===== src/rtl/alarm_sequencer_pkg.sv =====
// ---------------------------------------------------------------------------
// alarm_pkg
//   Shared types and constants for the alarm sequencer:
//     state_t        sequencer states (IDLE, CHIME, ALARM, SNOOZE)
//     alarm_entry_t  one alarm table entry (hour, minute, enable)
//     MELODY_W       width of one melody note (half-period in clk cycles)
//     MELODY_LEN     number of notes in the alarm melody
//     MELODY         melody table, one note per second, 0 = rest
//     idx_width()    index width for a table of n entries (at least 1 bit)
// ---------------------------------------------------------------------------
package alarm_pkg;

    localparam int MELODY_W   = 20;
    localparam int MELODY_LEN = 19;

    typedef logic [MELODY_W-1:0] note_t;

    localparam note_t MELODY [MELODY_LEN] = '{
        20'd113636, 20'd170300, 20'd151700, 20'd191131, 20'd191131,
        20'd0,      20'd191131, 20'd143184, 20'd113636, 20'd170300,
        20'd0,      20'd191131, 20'd191131, 20'd0,      20'd191131,
        20'd191131, 20'd0,      20'd191131, 20'd191131
    };

    typedef enum logic [1:0] {
        ST_IDLE,
        ST_CHIME,
        ST_ALARM,
        ST_SNOOZE
    } state_t;

    typedef struct packed {
        logic [5:0] hour;
        logic [5:0] min;
        logic       en;
    } alarm_entry_t;

    function automatic int idx_width(input int n);
        return (n > 1) ? $clog2(n) : 1;
    endfunction

endpackage


===== src/rtl/alarm_sequencer_if.sv =====
// ---------------------------------------------------------------------------
// alarm_sequencer_if
//   Alarm table configuration bus.
//     cfg_we    write strobe, entry is written on the following clk edge
//     cfg_idx   entry index
//     cfg_hour  alarm hour (0..23)
//     cfg_min   alarm minute (0..59)
//     cfg_en    entry enable
//   master: drives the bus (host / testbench); slave: alarm_sequencer.
// ---------------------------------------------------------------------------
interface alarm_sequencer_if
    import alarm_pkg::*;
#(
    parameter int N_ALARMS = 4
);
    localparam int IDX_W = idx_width(N_ALARMS);

    logic             cfg_we;
    logic [IDX_W-1:0] cfg_idx;
    logic [5:0]       cfg_hour;
    logic [5:0]       cfg_min;
    logic             cfg_en;

    modport master (output cfg_we, cfg_idx, cfg_hour, cfg_min, cfg_en);
    modport slave  (input  cfg_we, cfg_idx, cfg_hour, cfg_min, cfg_en);

endinterface


===== src/rtl/alarm_sequencer_tone_gen.sv =====
// ---------------------------------------------------------------------------
// tone_gen
//   Square-wave buzzer driver. speak toggles every `period` clk cycles; the
//   half-period counter restarts whenever period changes. Silent when
//   period == 0 or on == 0.
//     clk, rst  clock, asynchronous active-high reset
//     period    half-period in clk cycles, 0 = silence
//     on        output enable
//     speak     buzzer drive
// ---------------------------------------------------------------------------
module tone_gen #(
    parameter int NOTE_W = 20
) (
    input  logic              clk,
    input  logic              rst,
    input  logic [NOTE_W-1:0] period,
    input  logic              on,
    output logic              speak
);

    logic [NOTE_W-1:0] prev_q;
    logic [NOTE_W-1:0] cnt_q;
    logic              tog_q;

    // NOTE: clocked state uses non-blocking assignments so every register
    // samples the pre-edge values, independent of statement order.
    always_ff @(posedge clk or posedge rst) begin
        if (rst) begin
            prev_q <= '0;
            cnt_q  <= '0;
            tog_q  <= 1'b0;
        end else begin
            prev_q <= period;
            if (period == '0) begin
                cnt_q <= '0;
                tog_q <= 1'b0;
            end else if (period != prev_q) begin
                // New note: start a fresh half-period from the low phase.
                cnt_q <= period - 1'b1;
                tog_q <= 1'b0;
            end else if (cnt_q == '0) begin
                cnt_q <= period - 1'b1;
                tog_q <= ~tog_q;
            end else begin
                cnt_q <= cnt_q - 1'b1;
            end
        end
    end

    // Gated combinationally so reset or on=0 silences the buzzer at once.
    assign speak = tog_q & on & (period != '0);

endmodule


===== src/rtl/alarm_sequencer.sv =====
// ---------------------------------------------------------------------------
// alarm_sequencer
//   Alarm clock sequencer: hourly chime, N_ALARMS programmable alarms with a
//   melody, snooze and auto-stop. Time advances on sec_tick.
//     clk, rst      clock (100 MHz), asynchronous active-high reset
//     on            buzzer output enable (sequencing continues when 0)
//     sec_tick      one-cycle pulse per second, time inputs valid with it
//     hour/min/sec  current time
//     cfg           alarm table write bus (alarm_sequencer_if.slave)
//     snooze, stop  one-cycle button pulses
//     speak         buzzer drive
//     period        current half-period, 0 = silence (registered)
//     alarm_active  high while ringing; snoozing high while snoozed
//     active_idx    channel ringing or snoozed
// ---------------------------------------------------------------------------
module alarm_sequencer
    import alarm_pkg::*;
#(
    parameter int N_ALARMS     = 4,
    parameter int NOTE_W       = 20,
    parameter int SNOOZE_SEC   = 300,
    parameter int MAX_RING_SEC = 60,
    parameter int CHIME_PERIOD = 20000
) (
    input  logic                             clk,
    input  logic                             rst,
    input  logic                             on,
    input  logic                             sec_tick,
    input  logic [5:0]                       hour,
    input  logic [5:0]                       min,
    input  logic [5:0]                       sec,
    alarm_sequencer_if.slave                 cfg,
    input  logic                             snooze,
    input  logic                             stop,
    output logic                             speak,
    output logic [NOTE_W-1:0]                period,
    output logic                             alarm_active,
    output logic                             snoozing,
    output logic [idx_width(N_ALARMS)-1:0]   active_idx
);

    localparam int IDX_W  = idx_width(N_ALARMS);
    localparam int STEP_W = $clog2(MELODY_LEN);
    localparam int RING_W = $clog2(MAX_RING_SEC + 1);
    localparam int SNZ_W  = $clog2(SNOOZE_SEC + 1);

    alarm_entry_t alarm_tbl_q [N_ALARMS];

    state_t              state_q, state_d;
    logic [IDX_W-1:0]    idx_q, idx_d;
    logic [STEP_W-1:0]   step_q, step_d;
    logic [RING_W-1:0]   ring_q, ring_d;
    logic [SNZ_W-1:0]    snz_q, snz_d;
    logic [4:0]          chime_step_q, chime_step_d;
    logic [4:0]          chime_last_q, chime_last_d;
    logic [NOTE_W-1:0]   period_q, period_d;

    logic                match;
    logic [IDX_W-1:0]    match_idx;
    logic [5:0]          beeps;
    logic [4:0]          chime_last_new;
    logic                start_alarm;
    logic [IDX_W-1:0]    start_idx;

    // ---------------- alarm table ----------------
    // NOTE: the table is small and must come up disabled, so it is reset
    // like ordinary flops rather than inferred as a RAM.
    always_ff @(posedge clk or posedge rst) begin
        if (rst) begin
            for (int i = 0; i < N_ALARMS; i++) alarm_tbl_q[i] <= '0;
        end else if (cfg.cfg_we && (int'(cfg.cfg_idx) < N_ALARMS)) begin
            alarm_tbl_q[cfg.cfg_idx] <= '{hour: cfg.cfg_hour, min: cfg.cfg_min, en: cfg.cfg_en};
        end
    end

    // Scan from the top so the lowest matching index is the one that sticks.
    always_comb begin
        match     = 1'b0;
        match_idx = '0;
        for (int i = N_ALARMS - 1; i >= 0; i--) begin
            if (alarm_tbl_q[i].en && alarm_tbl_q[i].hour == hour &&
                alarm_tbl_q[i].min == min) begin
                match     = 1'b1;
                match_idx = IDX_W'(i);
            end
        end
        match = match && (sec == 6'd0);
    end

    // Chime beeps = hour mod 12 (0 -> 12); beep/rest steps run 0 .. 2*beeps-2.
    always_comb begin
        beeps = (hour >= 6'd12) ? hour - 6'd12 : hour;
        if (beeps == 6'd0) beeps = 6'd12;
        chime_last_new = 5'((beeps << 1) - 6'd2);
    end

    // ---------------- sequencer FSM ----------------
    always_ff @(posedge clk or posedge rst) begin
        if (rst) begin
            state_q      <= ST_IDLE;
            idx_q        <= '0;
            step_q       <= '0;
            ring_q       <= '0;
            snz_q        <= '0;
            chime_step_q <= '0;
            chime_last_q <= '0;
            period_q     <= '0;
        end else begin
            state_q      <= state_d;
            idx_q        <= idx_d;
            step_q       <= step_d;
            ring_q       <= ring_d;
            snz_q        <= snz_d;
            chime_step_q <= chime_step_d;
            chime_last_q <= chime_last_d;
            period_q     <= period_d;
        end
    end

    // NOTE: every signal assigned here gets a default first, so no path
    // leaves one unassigned and no latch is inferred.
    always_comb begin
        state_d      = state_q;
        idx_d        = idx_q;
        step_d       = step_q;
        ring_d       = ring_q;
        snz_d        = snz_q;
        chime_step_d = chime_step_q;
        chime_last_d = chime_last_q;
        start_alarm  = 1'b0;
        start_idx    = idx_q;

        unique case (state_q)
            ST_IDLE: begin
                if (sec_tick && match) begin
                    start_alarm = 1'b1;
                    start_idx   = match_idx;
                end else if (sec_tick && min == 6'd0 && sec == 6'd0) begin
                    state_d      = ST_CHIME;
                    chime_step_d = '0;
                    chime_last_d = chime_last_new;
                end
            end
            ST_CHIME: begin
                if (stop) begin
                    state_d = ST_IDLE;
                end else if (sec_tick && match) begin
                    start_alarm = 1'b1;
                    start_idx   = match_idx;
                end else if (sec_tick) begin
                    if (chime_step_q == chime_last_q) state_d = ST_IDLE;
                    else                              chime_step_d = chime_step_q + 1'b1;
                end
            end
            ST_ALARM: begin
                if (stop) begin
                    state_d = ST_IDLE;
                end else if (snooze) begin
                    state_d = ST_SNOOZE;
                    snz_d   = SNZ_W'(SNOOZE_SEC);
                end else if (sec_tick) begin
                    if (ring_q == RING_W'(MAX_RING_SEC - 1)) begin
                        state_d = ST_IDLE;
                    end else begin
                        ring_d = ring_q + 1'b1;
                        step_d = (step_q == STEP_W'(MELODY_LEN - 1)) ? '0 : step_q + 1'b1;
                    end
                end
            end
            ST_SNOOZE: begin
                if (stop) begin
                    state_d = ST_IDLE;
                end else if (sec_tick && match) begin
                    start_alarm = 1'b1;
                    start_idx   = match_idx;
                end else if (sec_tick) begin
                    if (snz_q == SNZ_W'(1)) start_alarm = 1'b1;
                    else                    snz_d = snz_q - 1'b1;
                end
            end
            default: state_d = ST_IDLE;
        endcase

        if (start_alarm) begin
            state_d = ST_ALARM;
            idx_d   = start_idx;
            step_d  = '0;
            ring_d  = '0;
        end

        // Period follows the state being entered, so it is valid one clk
        // after the tick or button that caused the change.
        unique case (state_d)
            ST_ALARM: period_d = NOTE_W'(MELODY[step_d]);
            ST_CHIME: period_d = chime_step_d[0] ? '0 : NOTE_W'(CHIME_PERIOD);
            default:  period_d = '0;
        endcase
    end

    assign period       = period_q;
    assign alarm_active = (state_q == ST_ALARM);
    assign snoozing     = (state_q == ST_SNOOZE);
    assign active_idx   = idx_q;

    tone_gen #(.NOTE_W(NOTE_W)) u_tone_gen (
        .clk    (clk),
        .rst    (rst),
        .period (period_q),
        .on     (on),
        .speak  (speak)
    );

endmodule


===== src/flat_wrapper.sv =====
// flat-port wrapper written by rule: the top's interface ports become plain ports
module alarm_sequencer_flat import alarm_pkg::*;
#(
    parameter int N_ALARMS     = 4,
    parameter int NOTE_W       = 20,
    parameter int SNOOZE_SEC   = 300,
    parameter int MAX_RING_SEC = 60,
    parameter int CHIME_PERIOD = 20000
)
  (clk, rst, on, sec_tick, hour, min, sec, snooze, stop, speak, period, alarm_active, snoozing, active_idx, cfg_cfg_we, cfg_cfg_idx, cfg_cfg_hour, cfg_cfg_min, cfg_cfg_en);
  alarm_sequencer_if #(.N_ALARMS(N_ALARMS)) cfg_i ();
  input  logic clk;
  input  logic rst;
  input  logic on;
  input  logic sec_tick;
  input  logic [5:0] hour;
  input  logic [5:0] min;
  input  logic [5:0] sec;
  input  logic snooze;
  input  logic stop;
  output logic speak;
  output logic [NOTE_W-1:0] period;
  output logic alarm_active;
  output logic snoozing;
  output logic [idx_width(N_ALARMS)-1:0] active_idx;
  input wire logic [$bits(cfg_i.cfg_we)-1:0] cfg_cfg_we;
  input wire logic [$bits(cfg_i.cfg_idx)-1:0] cfg_cfg_idx;
  input wire logic [$bits(cfg_i.cfg_hour)-1:0] cfg_cfg_hour;
  input wire logic [$bits(cfg_i.cfg_min)-1:0] cfg_cfg_min;
  input wire logic [$bits(cfg_i.cfg_en)-1:0] cfg_cfg_en;
  assign cfg_i.cfg_we = cfg_cfg_we;
  assign cfg_i.cfg_idx = cfg_cfg_idx;
  assign cfg_i.cfg_hour = cfg_cfg_hour;
  assign cfg_i.cfg_min = cfg_cfg_min;
  assign cfg_i.cfg_en = cfg_cfg_en;
  alarm_sequencer #(.N_ALARMS(N_ALARMS), .NOTE_W(NOTE_W), .SNOOZE_SEC(SNOOZE_SEC), .MAX_RING_SEC(MAX_RING_SEC), .CHIME_PERIOD(CHIME_PERIOD)) u_core (.clk(clk), .rst(rst), .on(on), .sec_tick(sec_tick), .hour(hour), .min(min), .sec(sec), .cfg(cfg_i), .snooze(snooze), .stop(stop), .speak(speak), .period(period), .alarm_active(alarm_active), .snoozing(snoozing), .active_idx(active_idx));
endmodule

===== config.mk =====
export PLATFORM = sky130hd
export DESIGN_NAME = alarm_sequencer_flat
export DESIGN_NICKNAME = d
export VERILOG_FILES = /design/src/rtl/alarm_sequencer_pkg.sv /design/src/rtl/alarm_sequencer_if.sv /design/src/rtl/alarm_sequencer_tone_gen.sv /design/src/rtl/alarm_sequencer.sv /design/src/flat_wrapper.sv
export SDC_FILE = /design/constraint.sdc
export NUM_CORES = 1
export LEC_CHECK = 0
export BUFFER_PORTS_ARGS = -buffer_cell sky130_fd_sc_hd__buf_2
export CAP_MARGIN = 25
export CORE_ASPECT_RATIO = 1.4
export CORE_MARGIN = 2
export CORE_UTILIZATION = 55
export CTS_CLUSTER_DIAMETER = 120
export CTS_CLUSTER_SIZE = 24
export DETAILED_ROUTE_END_ITERATION = 10
export GPL_ROUTABILITY_DRIVEN = 0
export PLACE_DENSITY = 0.74
export SLEW_MARGIN = 25
export SYNTH_ARGS = -nofsm -noshare
export SYNTH_HDL_FRONTEND = slang
export SYNTH_SLANG_ARGS = --single-unit

===== constraint.sdc =====
create_clock -name clk -period 7.6 [get_ports clk]
set_input_delay 0.76 -clock clk [delete_from_list [all_inputs] [get_ports clk]]
set_output_delay 0.76 -clock clk [all_outputs]
set_load 0.05 [all_outputs]

==> results.yml <==
clocking:
  cts-hold-fix-buffers: 0
  clk-insertion-delay-late_ps: 430
  cts_buffers: 17
  htreeDepth: 4
  clkTransAtPathRegs_ps: 60
  cts_sinks: 136
  root_buffer: "clkbuf_16"
  cts_resized: 0
  clock_path_buffers: 2
  postCtsSetupBuffers: 0
  cts_tree: "done"
timing:
  fin_ws_ps: 3542
  rsz0062_at_grt: "false"
  finalClockSkew_ps: 9.133
  finalCritPeriodShare_pct: 53.39
  period_minus_slack_ps: 4058
  finalHoldViolCount: 0
  setup_violations: 0
  finalSetupTns_ps: 0
  drv_slew: 0
  tightestPinTransition_ps: 885.0
  fmax_mhz: 246.4
  relSlewSlack_pct: 41.00
die:
  die_y_um: 143.1
  ios: 65
  num_rows: 50
  core_um2: 13450
  floorplan.initialDensity_pct: 56.54
  die_width_um: 103.4
  dieArea_um2: 14800
drt:
  first_pass_iters: 5
  wl_per_cell_um: 17.09
  vias_per_cell: 5.634
  finalWirelength_um: 16710
  first_iter_violations: 281
  postRouteAntennaNets: 0
  route.vias.total: 5510
  drc_errors: 0
final_layout:
  diodes: 0
  stdcell_area_um2: 8532
  drive_gt1_share_pct: 21.86
  fin_cells: 978
  nets: 842
  area_growth_pct: 12.19
placement:
  dp_slack_ps: 3190
  postPlaceCellArea_um2: 7976
  io_buffers: 62
  dpl.hpwl_um: 12220
  place_inst: 946
yosys:
  ys_seq_area_share_pct: 44.75
  ys_ff_latch: 136
  synthArstFlopShare_pct: 100.0
  syn_area_um2: 7605
  synth_edf_count: 0
  ys_warn_count: 0
  syn_area_per_cell_um2: 10.37
  synthCells: 733
  synth_top_flop_cell: "dfrtp_1"
  yosys.cell_types.count: 70
worst_setup_path:
  cp_common_cell: "o21ai_1"
  critPathRequiredTime_ps: 7960
  cp_cell_sequence: "buf_2, xnor2_1, nand4_1, nor4_2, o41ai_2, o21ai_1, nor2_1, ha_1, inv_1, o21ai_0, mux2_1, or3_1, o21ai_1, nand2b_1"
  cp_top_family: "simple AND/OR/NAND/NOR gates"
  endpoint_kind: "register"
  crit_fanout: 13
  path_buf_inv: 2
  critPathSlowestCell: "o21ai_1"
  cp_data_arrival_time_ps: 4420
  worstSetupPathType: "in -> reg"
  slowest_delay_ps: 690
  start_kind: "input pin"
global_route:
  grt_pass1_wl_um: 27310
  antenna_found_initial: 1
  grt-ovfl-total: 0
  grt_pass1_vias: 5601
  grt_start_max_net_pins: 71
  grt_usage_pct: 24.04
outcome:
  status: "complete, no violations"
pwr:
  p_leak_uw: 0.003976
  peakVddDrop_uv: 217.3
  p_per_area_nw_per_um2: 247.2
job:
  maxCapViolations: 0
min_path:
  hold_path_class: "in -> async"
layer usage:
layer	vias up	wire length [µm]	global-route usage (%)
li1	2651	-	-
met1	2668	6939	28.79
met2	155	8784	41.63
met3	34	601	4.552
met4	2	368	9.972
met5	-	19	0
kinds of logic after synthesis:
kind of cell | Yosys count | share of synthesized area, %
AO/OA/AOI/OAI | 109 | 9.871
multiplexers | 57 | 8.407
adder cells (fa/ha/maj) | 19 | 3.126
flip-flops | 136 | 44.75
buffers and inverters | 60 | 3.981
AND/OR/NAND/NOR | 240 | 17.03
XOR/XNOR | 111 | 12.78
other | 1 | 0.04931
cells in the mapped netlist, drive strengths merged, types with 2 or more instances:
| cell type | number | share of area, % |
|---|---|---|
| nor2 | 69 | 3.4 |
| a21oi | 26 | 1.7 |
| ha | 19 | 3.1 |
| a21o | 4 | 0.39 |
| clkbuf | 12 | 0.59 |
| nor2b | 8 | 0.66 |
| xor2 | 32 | 3.7 |
| a211oi | 15 | 1.5 |
| o31ai | 2 | 0.20 |
| o21bai | 3 | 0.30 |
| a2111oi | 4 | 0.71 |
| a311oi | 4 | 0.46 |
| inv | 25 | 1.2 |
| or4 | 4 | 0.44 |
| xnor2 | 79 | 9.1 |
| mux2 | 55 | 8.1 |
| o41ai | 2 | 0.33 |
| nor4 | 18 | 2.6 |
| nand3b | 5 | 0.49 |
| nor3b | 2 | 0.20 |
| mux2i | 2 | 0.26 |
| o21a | 3 | 0.39 |
| dfrtp | 136 | 45 |
| a31oi | 2 | 0.16 |
| a21boi | 3 | 0.30 |
| nand2 | 49 | 2.4 |
| nand2b | 3 | 0.25 |
| nand3 | 18 | 1.2 |
| or3 | 9 | 0.81 |
| nor3 | 24 | 1.7 |
| and2 | 6 | 0.49 |
| and3b | 2 | 0.23 |
| nand4 | 16 | 1.3 |
| o21ai | 29 | 2.0 |
| o211ai | 4 | 0.53 |
| buf | 23 | 2.2 |
area by class of cell:
class / count / area, µm²
fillers: 1090 / 4918
inverters: 25 / 96.34
well taps: 182 / 227.7
clock buffers: 19 / 432.9
clock inverters: 13 / 122.6
multi-input cells: 538 / 3916
flip-flops and latches: 136 / 3403
repair buffers: 65 / 332.8
worst register-to-register path: stages, from the launching register on:
cell	delay [ps]
dfrtp_1	390
xnor2_1	220
nand4_1	200
nor4_2	520
o41ai_2	180
o21ai_1	690
nor2_1	300
ha_1	320
inv_1	70
o21ai_0	110
mux2_1	320
or3_1	330
o21ai_1	100
nand2b_1	130
worst paths after layout:
check / start / endpoint / slack, ps / depth (start not counted)
setup / recovery: min[2] / u_core.period[9] / 3540 / 14
hold / removal: rst / u_core.u_tone_gen.prev_q[8] / 490 / 2
setup reg to reg: u_core.alarm_tbl_q[29] / u_core.period[9] / 3680 / 13
hold reg to reg: u_core.period[16] / u_core.u_tone_gen.prev_q[16] / 510 / 0
max in group asynchronous: rst / u_core.alarm_tbl_q[44] / 5720 / 3
min in group clk: u_core.period[16] / u_core.u_tone_gen.prev_q[16] / 510 / 0
stage by stage:
stage                     hold WS [ps]  total power (µW)  utilization, %
after floorplan                  474.9              1239               -
after global placement           478.4              1328           59.26
after detailed placement         504.1              1343           59.30
after CTS                        511.7              2126           63.43
after global routing             524.4              2218           63.43
final                            485.2              2109           63.43
sequential cells by signal (all words and copies together), names as in the netlist:
register and count:
u_core.chime_step_q 5, u_core.snz_q 9, u_core.ring_q 6, u_core.u_tone_gen.prev_q 15, u_core.chime_last_q 4, u_core.state_q 2
u_core.u_tone_gen.cnt_q 20, u_core.active_idx 2, u_core.period 15, u_core.step_q 5, u_core.alarm_tbl_q 52, u_core.u_tone_gen.tog_q 1
cell usage in the layout (no fill, tap or decap), types with 3 or more instances in the layout:
cell	Yosys	routed
a21oi_1	26	26
o21ai_1	19	19
dfrtp_1	136	136
or3_1	8	8
mux2_2	54	54
inv_6	0	4
clkbuf_16	0	17
nand3_1	18	18
nor4_4	5	5
ha_1	19	19
or4_1	3	3
and2_1	6	6
o21ai_0	9	9
a311oi_1	4	4
clkinvlp_4	0	4
nand2_1	49	49
xor2_1	32	32
nand2b_1	3	3
inv_1	25	24
a211oi_1	14	14
a2111oi_2	3	3
buf_2	5	62
nor3_1	22	22
buf_4	11	3
o21bai_1	3	3
xnor2_1	79	79
nand4_1	16	16
nor4_1	12	12
nand3b_1	5	5
nor2b_1	8	8
nor2_1	68	67
a21o_1	4	4
power by group:
part / switching (µW) / internal (µW)
sequential: 59.5 / 794
combinational: 274 / 207
clock: 322 / 452
total: 656 / 1450
(Power assumes the default switching activity.)
